$ cat config.mk
export PLATFORM = sky130hd
export DESIGN_NAME = dbg_mem_burst_ctl
export DESIGN_NICKNAME = d
export VERILOG_FILES = /design/src/rtl/dbg_mem_burst_ctl.sv
export SDC_FILE = /design/constraint.sdc
export NUM_CORES = 1
export LEC_CHECK = 0
export BUFFER_PORTS_ARGS = -buffer_cell sky130_fd_sc_hd__buf_4
export CORE_UTILIZATION = 40
export DETAILED_ROUTE_END_ITERATION = 8
export PLACE_DENSITY = 0.73
export SETUP_SLACK_MARGIN = 0.02
export SKIP_LAST_GASP = 1
export SLEW_MARGIN = 10
export SYNTH_ARGS = -nofsm -noshare
export SYNTH_HDL_FRONTEND = slang
export SYNTH_SLANG_ARGS = --single-unit
$ cat constraint.sdc
create_clock -name mclk -period 6.3 [get_ports mclk]
set_input_delay 1.575 -clock mclk [delete_from_list [all_inputs] [get_ports mclk]]
set_output_delay 1.575 -clock mclk [all_outputs]
set_load 0.1 [all_outputs]
$ cat src/rtl/dbg_mem_burst_ctl.sv
// Debug-UART memory access sequencer: owns MEM_CTL/ADDR/DATA/CNT
// and drives a single-master memory port with burst handshakes.
module dbg_mem_burst_ctl #(
  parameter logic [5:0] MEM_CTL_A  = 6'h05,
  parameter logic [5:0] MEM_ADDR_A = 6'h06,
  parameter logic [5:0] MEM_DATA_A = 6'h07,
  parameter logic [5:0] MEM_CNT_A  = 6'h08
) (
  input  logic        mclk,
  input  logic        reset_n,
  input  logic [5:0]  dbg_addr,
  input  logic [15:0] dbg_din,
  input  logic        dbg_wr,
  input  logic        dbg_rd,
  output logic [15:0] dbg_dout,
  output logic        dbg_rd_rdy,
  output logic        mem_burst,
  output logic        mem_burst_wr,
  output logic        mem_burst_rd,
  output logic        mem_burst_end,
  output logic        mem_bw,
  output logic        dbg_mem_en,
  output logic [1:0]  dbg_mem_wr,
  output logic [15:0] dbg_mem_addr,
  output logic [15:0] dbg_mem_dout,
  input  logic [15:0] dbg_mem_din,
  input  logic        dbg_mem_gnt
);

  typedef enum logic [1:0] {
    IDLE,
    REQ,
    RDAT,
    UPD
  } state_t;

  state_t state, state_nxt;

  logic        ctl_wr;
  logic        ctl_bw;
  logic [15:0] mem_addr;
  logic [15:0] mem_data;
  logic [15:0] mem_cnt;

  logic        busy;
  logic        reg_wr;
  logic        cnt_zero;
  logic        start;
  logic        trig_wr;
  logic        trig_rd;
  logic        trig;
  logic [15:0] rd_data;
  logic [15:0] reg_rdata;

  assign busy     = (state != IDLE) | mem_burst;
  assign reg_wr   = dbg_wr & ~busy;
  assign cnt_zero = (mem_cnt == 16'h0000);
  assign start    = reg_wr & (dbg_addr == MEM_CTL_A)
                  & dbg_din[0];

  // burst items only fire from IDLE; anything else is dropped
  assign trig_wr = (state == IDLE) & mem_burst
                 & ctl_wr & dbg_wr;
  assign trig_rd = (state == IDLE) & mem_burst
                 & ~ctl_wr & dbg_rd;
  assign trig    = (start & cnt_zero) | trig_wr | trig_rd;

  assign rd_data = ctl_bw
    ? {8'h00, mem_addr[0] ? dbg_mem_din[15:8]
                          : dbg_mem_din[7:0]}
    : dbg_mem_din;

  always_comb begin
    reg_rdata = 16'h0000;
    case (dbg_addr)
      MEM_CTL_A:  reg_rdata = {12'h000, ctl_bw, 1'b0,
                               ctl_wr, busy};
      MEM_ADDR_A: reg_rdata = mem_addr;
      MEM_DATA_A: reg_rdata = mem_data;
      MEM_CNT_A:  reg_rdata = mem_cnt;
      default:    reg_rdata = 16'h0000;
    endcase
  end

  always_ff @(posedge mclk or negedge reset_n) begin
    if (!reset_n) state <= IDLE;
    else          state <= state_nxt;
  end

  always_comb begin
    state_nxt = state;
    unique case (state)
      IDLE: if (trig) state_nxt = REQ;
      REQ:  if (dbg_mem_gnt)
              state_nxt = ctl_wr ? UPD : RDAT;
      RDAT: state_nxt = UPD;
      UPD:  state_nxt = IDLE;
      default: state_nxt = IDLE;
    endcase
  end

  assign dbg_mem_en    = (state == REQ);
  assign mem_bw        = ctl_bw;
  assign mem_burst_end = mem_burst & ctl_wr & cnt_zero;

  // word accesses are always even-aligned on the bus
  assign dbg_mem_addr = ctl_bw ? mem_addr
                               : {mem_addr[15:1], 1'b0};
  assign dbg_mem_dout = ctl_bw
    ? {mem_data[7:0], mem_data[7:0]}
    : mem_data;

  always_comb begin
    dbg_mem_wr = 2'b00;
    if (dbg_mem_en && ctl_wr) begin
      if (!ctl_bw)          dbg_mem_wr = 2'b11;
      else if (mem_addr[0]) dbg_mem_wr = 2'b10;
      else                  dbg_mem_wr = 2'b01;
    end
  end

  always_ff @(posedge mclk or negedge reset_n) begin
    if (!reset_n) begin
      ctl_wr       <= 1'b0;
      ctl_bw       <= 1'b0;
      mem_addr     <= 16'h0000;
      mem_data     <= 16'h0000;
      mem_cnt      <= 16'h0000;
      mem_burst    <= 1'b0;
      mem_burst_wr <= 1'b0;
      mem_burst_rd <= 1'b0;
      dbg_dout     <= 16'h0000;
      dbg_rd_rdy   <= 1'b0;
    end else begin
      mem_burst_wr <= 1'b0;
      mem_burst_rd <= 1'b0;
      dbg_rd_rdy   <= 1'b0;
      if (reg_wr) begin
        case (dbg_addr)
          MEM_CTL_A: begin
            ctl_wr <= dbg_din[1];
            ctl_bw <= dbg_din[3];
            if (dbg_din[0] && !cnt_zero) begin
              mem_burst    <= 1'b1;
              mem_burst_wr <= dbg_din[1];
              mem_burst_rd <= ~dbg_din[1];
            end
          end
          MEM_ADDR_A: mem_addr <= dbg_din;
          MEM_DATA_A: mem_data <= dbg_din;
          MEM_CNT_A:  mem_cnt  <= dbg_din;
          default: ;
        endcase
      end
      if (dbg_rd && !mem_burst) begin
        dbg_dout   <= reg_rdata;
        dbg_rd_rdy <= 1'b1;
      end
      if (trig_wr) mem_data <= dbg_din;
      if (state == RDAT) begin
        mem_data <= rd_data;
        if (mem_burst) begin
          dbg_dout   <= rd_data;
          dbg_rd_rdy <= 1'b1;
        end
      end
      if (state == UPD) begin
        mem_addr <= mem_addr
                  + (ctl_bw ? 16'd1 : 16'd2);
        if (!cnt_zero) mem_cnt <= mem_cnt - 16'd1;
        else           mem_burst <= 1'b0;
      end
    end
  end

endmodule
==> results.json, run 1 <==
{
  "firstDrtPassIters": 7,
  "numCtsBuffers": 9,
  "slew_headroom_pct": 36.8,
  "grt_max_degree": 73,
  "fp.dieArea_mm2": 0.0120,
  "cp_max_fo": 8,
  "cp_slowest_cell": "dfrtp_1",
  "multi_input_area_mm2": 0.00248,
  "path_cells": "inv_1 > ha_1 > nor3b_2 > nand4_4 > nor2_1 > buf_4",
  "die_y_um": 110,
  "critPathTopFamily": "simple AND/OR/NAND/NOR gates",
  "worstHoldEndpoint": "dbg_dout[6]",
  "clock_skew_ns": 0.0120,
  "final_max_slew_viol_count": 0,
  "hold_buffers": 0,
  "drive_gt1_share_pct": 28.1,
  "synth_top_area_cell": "dfrtp_1",
  "r2r_start": "mem_bw",
  "vias_per_cell": 6.17,
  "hpwl_um": 11200,
  "ys_warn_count": 0,
  "syn-num-nets": 555,
  "cp-end-kind": "output port",
  "arrival_ns": 2.12,
  "numClockSinks": 72,
  "final-instance-count-excl-fill": 709,
  "grt_overflow_total": 0,
  "ys_types": 66,
  "setup_ws_ns": 2.60,
  "hold_path_depth": 2,
  "worstPathRequired_ns": 4.72,
  "ys.flop_type": "dfrtp_1",
  "p_leak_nw": 2.45,
  "pwr_density_cell_mw_per_mm2": 530,
  "finalCritPeriodShare_pct": 58.7,
  "hp-class": "reg -> reg",
  "synth.avg_cell_area_um2": 9.24,
  "core_area_mm2": 0.0111,
  "clk_pin_slew_ns": 0.07,
  "finalPower_mw": 2.95,
  "rows": 38,
  "tns_ns": 0,
  "setup_violations": 0,
  "antenna_cells": 0,
  "cts_buffer_depth": 2,
  "fin_crit_ns": 3.70,
  "synth-async-reset-ratio_pct": 100,
  "ioPinCount": 100,
  "synth_area_mm2": 0.00463,
  "critPathKind": "reg -> out",
  "reg2reg_setup_slack_ns": 3.49,
  "final_antenna_net_count": 0,
  "ir_drop_mv": 0.581,
  "grt_pass1_wl_um": 23600,
  "first_global_vias": 4225,
  "status": "finished clean",
  "hold_violations": 0,
  "drt_wl_total_um": 15200,
  "area_delta_synth_final_pct": 20.4,
  "routed-via-count": 4373,
  "ctsResizeCount": 0,
  "dp_slack_ns": 2.98,
  "tightest_slew_ns": 0.947,
  "synthCells": 501,
  "chipWidth_um": 110,
  "tritoncts": "yes",
  "floorplan.initialDensity_pct": 41.8,
  "dp.cells": 693,
  "yosysTopAreaCellShare_pct": 38.9,
  "min_from": "dbg_dout[6]",
  "synth-edff-count": 0,
  "mostFrequentLayoutCell": "buf_4",
  "r2r.worst_path.cells": 7,
  "worst-path-buf-inv": 2,
  "synth_area_leaders": "dfrtp_1 (39%), mux2_2 (5.6%), nor2_1 (4.9%), buf_4 (3.9%), a22oi_1 (3.2%)",
  "drtIter0Drc": 419,
  "startpoint_type": "flip-flop",
  "crit_cells": 6,
  "seq_area_frac_synth_pct": 38.9,
  "insertion_delay_ns": 0.34,
  "cts-root-buf": "clkbuf_16",
  "post_cts_buffers": 0,
  "wl_per_cell_um": 21.4,
  "fillers": 1035,
  "fmax_mhz": 271,
  "ys_ff_latch": 72,
  "cap_violations": 0,
  "critPathLaunch": "mem_cnt[0]",
  "portBuffers": 99,
  "grt.total_usage_pct": 26.4,
  "rsz0062_at_grt": "false",
  "cpPeakStageDelay_ns": 0.43,
  "antenna_found_initial": 0,
  "cts_max_level": 3,
  "ff_latch_area_mm2": 0.00180,
  "r2r_end": "mem_addr[14]",
  "gp_congestion": 0.925,
  "final_cell_mix": "buf_4 (101), dfrtp_1 (72), nor2_1 (60)",
  "drcViolationCount": 0,
  "nets": 618
}
[stage by stage]
stage,hold WS [ns],util [%],cell area [um2]
2_1_floorplan,0.488,-,4630
3_3_place_gp,0.487,47.4,5260
3_5_place_dp,0.484,47.4,5260
4_1_cts,0.499,50.3,5570
5_1_grt,0.515,50.3,5570
6_report,0.496,50.3,5570
[routing by layer]
layer  part of all wire, %  global-route usage (%)  vias up
met5                     0                       0        -
met4                   3.1                    10.6        0
met3                   9.3                    4.98       36
met2                    47                    42.3      243
met1                    40                    35.2     2131
li1                      -                       -     1963
[worst max-delay path by stage]
stage,to,slack [ns]
final,mem_burst_end,2.60
after global placement,mem_burst_end,3.03
after floorplan,dbg_mem_wr[0],1.72
after CTS,mem_burst_end,2.60
after global routing,mem_burst_end,2.48
after detailed placement,mem_burst_end,2.98
[synthesized netlist by cell type (5+ instances only)]
cell,n
and2_1,5
buf_2,6
clkbuf_1,14
a221oi_1,7
ha_1,10
nor2_1,60
a21oi_1,24
o21ai_0,6
a221o_1,8
o21ai_1,30
nand2_1,34
dfrtp_1,72
and3_1,5
nor3_1,22
a22oi_1,20
buf_4,24
mux2_2,23
inv_1,10
mux2i_1,10
o21ai_2,6
a211oi_1,6
nand3_1,19
[worst register-to-register path, cell delays in order (launching register included)]
cell and delay [ns]:
dfrtp_1 0.83, ha_1 0.41, fa_1 0.33, nand3_1 0.22
nor3_2 0.40, and4_1 0.28, nor3_1 0.05, a211oi_1 0.21
[registers in the layout, indices dropped and copies added (netlist names)]
register and count:
mem_addr 16, dbg_dout 16, mem_burst_rd 1, mem_bw 1, mem_burst_wr 1, mem_burst 1
mem_data 16, dbg_rd_rdy 1, state 2, ctl_wr 1, mem_cnt 16
[where the power goes]
group	switching (mW)	internal (mW)	leakage, nW
logic	1.20	0.426	1.40
registers	0.198	0.586	0.900
clock network	0.223	0.324	0.152
[logic make-up (layout without fill, tap and decap cells)]
group,count (synthesis),after routing,synth area share (%)
and+or+nand+nor,183,183,20.8
AOI/OAI and AO/OA,139,139,21.2
DFF,72,72,38.9
buffers and inverters,60,128,7.49
muxes,35,35,8.25
adders and majority gates,11,11,3.14
xor gates and xnor gates,1,1,0.189
[cell type report]
class / instances / area share (%)
clock buffers: 10 / 4.29
clock inverters: 6 / 1.35
inverters: 11 / 0.741
multi-input cells: 369 / 44.5
flip-flops and latches: 72 / 32.3
well taps: 140 / 3.14
repair buffers: 101 / 13.6
Power figures use the tool's default switching activity.
==> inputs of run 2 (changes only) <==
==> constraint.sdc (replaced) <==
create_clock -name mclk -period 3.85 [get_ports mclk]
set_input_delay 0.9625 -clock mclk [delete_from_list [all_inputs] [get_ports mclk]]
set_output_delay 0.9625 -clock mclk [all_outputs]
set_load 0.1 [all_outputs]
==> results.json, run 2 (synthesis results as in run 1) <==
{
  "clock_skew_ns": 0.00746,
  "hp-class": "reg -> reg",
  "cts_buffer_depth": 2,
  "pwr_density_cell_mw_per_mm2": 864,
  "design_area_mm2": 0.00556,
  "critPathKind": "reg -> out",
  "pwr-share-comb_pct": 55.7,
  "finalCritPeriodShare_pct": 79.2,
  "rsz0062_at_grt": "false",
  "worstPathRequired_ns": 2.89,
  "vias_per_cell": 6.24,
  "p_sw_share_pct": 54.6,
  "status": "finished clean",
  "cp_max_fo": 8,
  "tightest_slew_ns": 0.926,
  "clk_pin_slew_ns": 0.06,
  "firstDrtPassIters": 7,
  "fmax_mhz": 328,
  "drt_wl_total_um": 15300,
  "routed-via-count": 4432,
  "post_cts_buffers": 0,
  "core_area_mm2": 0.0111,
  "ioPinCount": 100,
  "min_from": "dbg_dout[1]",
  "antenna_cells": 0,
  "hold_buffers": 0,
  "grt_overflow_total": 0,
  "die_y_um": 110,
  "portBuffers": 99,
  "setup_violations": 0,
  "grt_pass1_wl_um": 23800,
  "final_max_slew_viol_count": 0,
  "slew_headroom_pct": 38.3,
  "hold_violations": 0,
  "chipWidth_um": 110,
  "tritoncts": "yes",
  "rows": 38,
  "area_delta_synth_final_pct": 20.2,
  "cap_violations": 0,
  "arrival_ns": 2.09,
  "drtIter0Drc": 556,
  "fp.dieArea_mm2": 0.0120,
  "floorplan.initialDensity_pct": 41.8,
  "mostFrequentLayoutCell": "buf_4",
  "nets": 620,
  "wl_per_cell_um": 21.6,
  "cts-root-buf": "clkbuf_16",
  "setup_ws_ns": 0.799,
  "fin_crit_ns": 3.05,
  "cts_max_level": 3,
  "cp-end-kind": "output port",
  "antenna_found_initial": 0,
  "p_int_mw": 2.18,
  "clockPowerShare_pct": 17.4,
  "drive_gt1_share_pct": 28.1,
  "tns_ns": 0,
  "grt_max_degree": 73,
  "gp_congestion": 0.928,
  "ctsResizeCount": 0,
  "p_leak_nw": 2.44,
  "numCtsBuffers": 9,
  "drcViolationCount": 0,
  "insertion_delay_ns": 0.35,
  "critPathLaunch": "mem_cnt[0]",
  "first_global_vias": 4158,
  "r2r_start": "mem_bw",
  "grt.total_usage_pct": 27.2,
  "p_sw_mw": 2.62,
  "ir_drop_mv": 0.737,
  "hpwl_um": 11300,
  "place_area_mm2": 0.00527,
  "numClockSinks": 72,
  "seqPwrFrac_pct": 26.9,
  "final_cell_mix": "buf_4 (103), dfrtp_1 (72), nor2_1 (59)",
  "startpoint_type": "flip-flop",
  "dp_slack_ns": 1.16,
  "final_antenna_net_count": 0
}
-- run 2: final cells by class --
class | instances | area, um2
inverter | 11 | 41.3
timing repair buffer | 103 | 773
sequential | 72 | 1800
tap | 140 | 175
clock inverter | 3 | 42.5
fill | 1055 | 5520
clock buffer | 12 | 246
multi-input combinational | 369 | 2480
-- run 2: stage by stage --
step | cells | power, mW | hold slack, ns | utilization [%]
detailed placement | 695 | 3.94 | 0.483 | 47.6
CTS | 710 | 4.79 | 0.498 | 50.2
floorplan | 501 | 3.51 | 0.488 | -
finish | 710 | 4.80 | 0.502 | 50.2
global route | 710 | 5.01 | 0.530 | 50.2
global placement | 695 | 3.90 | 0.480 | 47.6
-- run 2: power by group through the flow --
| stage | clock [mW] | sequential [mW] | combinational, mW |
|---|---|---|---|
| floorplan | 0 | 1.26 | 2.25 |
| CTS | 0.845 | 1.27 | 2.67 |
| detailed placement | 0 | 1.29 | 2.65 |
| global placement | 0 | 1.28 | 2.62 |
| finish | 0.837 | 1.29 | 2.68 |
| global route | 0.873 | 1.31 | 2.83 |
-- run 2: path summary, 6_finish.rpt --
| kind | to | slack [ns] | depth (start not counted) |
|---|---|---|---|
| worst max-delay path | mem_burst_end | 0.80 | 6 |
| max in group asynchronous | mem_cnt[9] | 2.50 | 1 |
| worst min register to register | dbg_dout[1] | 0.50 | 2 |
| worst min-delay path | dbg_dout[1] | 0.50 | 2 |
| worst max register to register | mem_addr[14] | 1.23 | 7 |
| min in group asynchronous | dbg_dout[10] | 0.77 | 1 |
-- run 2: critical path, cell delays in order (launching register included) --
cell     delay (ns)
dfrtp_1        0.42
inv_1          0.14
ha_1           0.16
nor3b_2        0.29
nand4_4        0.24
nor2_1         0.18
buf_4          0.31
-- run 2: routing by layer --
layer | global-route usage (%) | share of wire [%] | vias up
met2 | 41.2 | 46 | 275
met1 | 37.1 | 40 | 2147
met4 | 12.6 | 3.4 | 0
li1 | - | - | 1970
met3 | 5.81 | 10 | 40
met5 | 0 | 0 | -
==> inputs of run 3 (changes only) <==
==> constraint.sdc (replaced) <==
create_clock -name mclk -period 3.2 [get_ports mclk]
set_input_delay 0.8 -clock mclk [delete_from_list [all_inputs] [get_ports mclk]]
set_output_delay 0.8 -clock mclk [all_outputs]
set_load 0.1 [all_outputs]
==> results.json, run 3 (synthesis results as in run 1) <==
{
  "clk_pin_slew_ns": 0.06,
  "wl_per_cell_um": 21.4,
  "hold_violations": 0,
  "final_max_slew_viol_count": 0,
  "portBuffers": 99,
  "tightest_slew_ns": 0.935,
  "final_cell_mix": "buf_4 (105), dfrtp_1 (72), nor2_1 (57)",
  "setup_violations": 0,
  "top_usage_layer": "met2",
  "use_met3_pct": 4.74,
  "grtUsageMet1_pct": 36.0,
  "startpoint_type": "flip-flop",
  "grt.total_usage_pct": 26.4,
  "first_global_vias": 4032,
  "antenna_cells": 0,
  "cts-root-buf": "clkbuf_16",
  "rows": 38,
  "die_y_um": 110,
  "cp_max_fo": 8,
  "hpwl_um": 11400,
  "core_area_mm2": 0.0111,
  "floorplan.initialDensity_pct": 41.8,
  "cap_violations": 0,
  "hold_buffers": 0,
  "fp.dieArea_mm2": 0.0120,
  "slew_headroom_pct": 37.7,
  "pwr_density_cell_mw_per_mm2": 1030,
  "tns_ns": 0,
  "grt_overflow_total": 0,
  "rsz0062_at_grt": "false",
  "use_met2_pct": 41.5,
  "p_leak_nw": 2.44,
  "worstPathRequired_ns": 2.40,
  "nets": 622,
  "critPathKind": "reg -> out",
  "drt_wl_total_um": 15200,
  "arrival_ns": 2.13,
  "tritoncts": "yes",
  "clock_skew_ns": 0.00607,
  "post_cts_buffers": 0,
  "grt_pass1_wl_um": 23000,
  "chipWidth_um": 110,
  "ctsResizeCount": 0,
  "drive_gt1_share_pct": 29.1,
  "grt_max_degree": 73,
  "hp-class": "reg -> reg",
  "numCtsBuffers": 9,
  "final-instance-count-excl-fill": 713,
  "antenna_found_initial": 0,
  "mostFrequentLayoutCell": "buf_4",
  "cts_max_level": 3,
  "fillers": 1018,
  "numClockSinks": 72,
  "firstDrtPassIters": 6,
  "area_delta_synth_final_pct": 20.3,
  "gp_congestion": 0.931,
  "routed-via-count": 4377,
  "insertion_delay_ns": 0.34,
  "drcViolationCount": 0,
  "final_antenna_net_count": 0,
  "dp.cells": 697,
  "ioPinCount": 100,
  "setup_ws_ns": 0.269,
  "vias_per_cell": 6.14,
  "fin_crit_ns": 2.93,
  "fmax_mhz": 341,
  "drtIter0Drc": 524,
  "cts_buffer_depth": 2,
  "ir_drop_mv": 0.909,
  "dp_slack_ns": 0.626,
  "cp-end-kind": "output port",
  "status": "finished clean",
  "finalCritPeriodShare_pct": 91.6
}
-- run 3: cell types whose count changed in the layout (fill, tap and decap cells not counted), sizes merged --
| cell | change |
|---|---|
| buf | +2 |
| bufinv | -1 |
| clkbuf | -2 |
| clkinv | +1 |
| clkinvlp | +1 |
| inv | +2 |
-- run 3: power by group --
part	switching (mW)	internal, mW	leakage, nW
combinational	2.40	0.864	1.41
clock	0.418	0.528	0.129
sequential	0.363	1.16	0.900
-- run 3: path summary, 6_finish.rpt --
kind	start	end	slack, ns	cells after the start
hold / removal	dbg_dout[2]	dbg_dout[2]	0.50	2
max in group asynchronous	reset_n	mem_cnt[15]	1.99	1
min in group asynchronous	reset_n	dbg_dout[9]	0.60	1
hold reg to reg	dbg_dout[2]	dbg_dout[2]	0.50	2
setup / recovery	mem_cnt[0]	mem_burst_end	0.27	6
setup reg to reg	mem_bw	mem_addr[14]	0.76	8
-- run 3: layout make-up --
type | count | area (um2) | area share, %
clock inverters | 6 | 42.5 | 0.764
multi-input cells | 369 | 2490 | 44.7
repair buffers | 105 | 788 | 14.2
clock buffers | 10 | 229 | 4.11
flip-flops and latches | 72 | 1800 | 32.4
inverters | 11 | 41.3 | 0.742
well taps | 140 | 175 | 3.15
-- run 3: worst max-delay path, stage by stage, from the launching register on --
cell and delay [ns]:
dfrtp_1 0.44, inv_1 0.16, ha_1 0.17, nor3b_2 0.30
nand4_4 0.25, nor2_2 0.17, buf_4 0.30
-- run 3: stage by stage --
stage,hold slack (ns),utilization (%),area [um2],power (mW)
finish,0.503,50.3,5570,5.73
global route,0.526,50.3,5570,5.99
CTS,0.510,50.3,5570,5.72
detailed placement,0.497,47.8,5300,4.77
global placement,0.490,47.8,5300,4.72
floorplan,0.488,-,4640,4.24
-- run 3: layer usage --
layer  vias up  routed length, um
met1      2118               6210
met4         0                507
met3        38               1460
met5         -                  0
li1       1973                  -
met2       248               7060
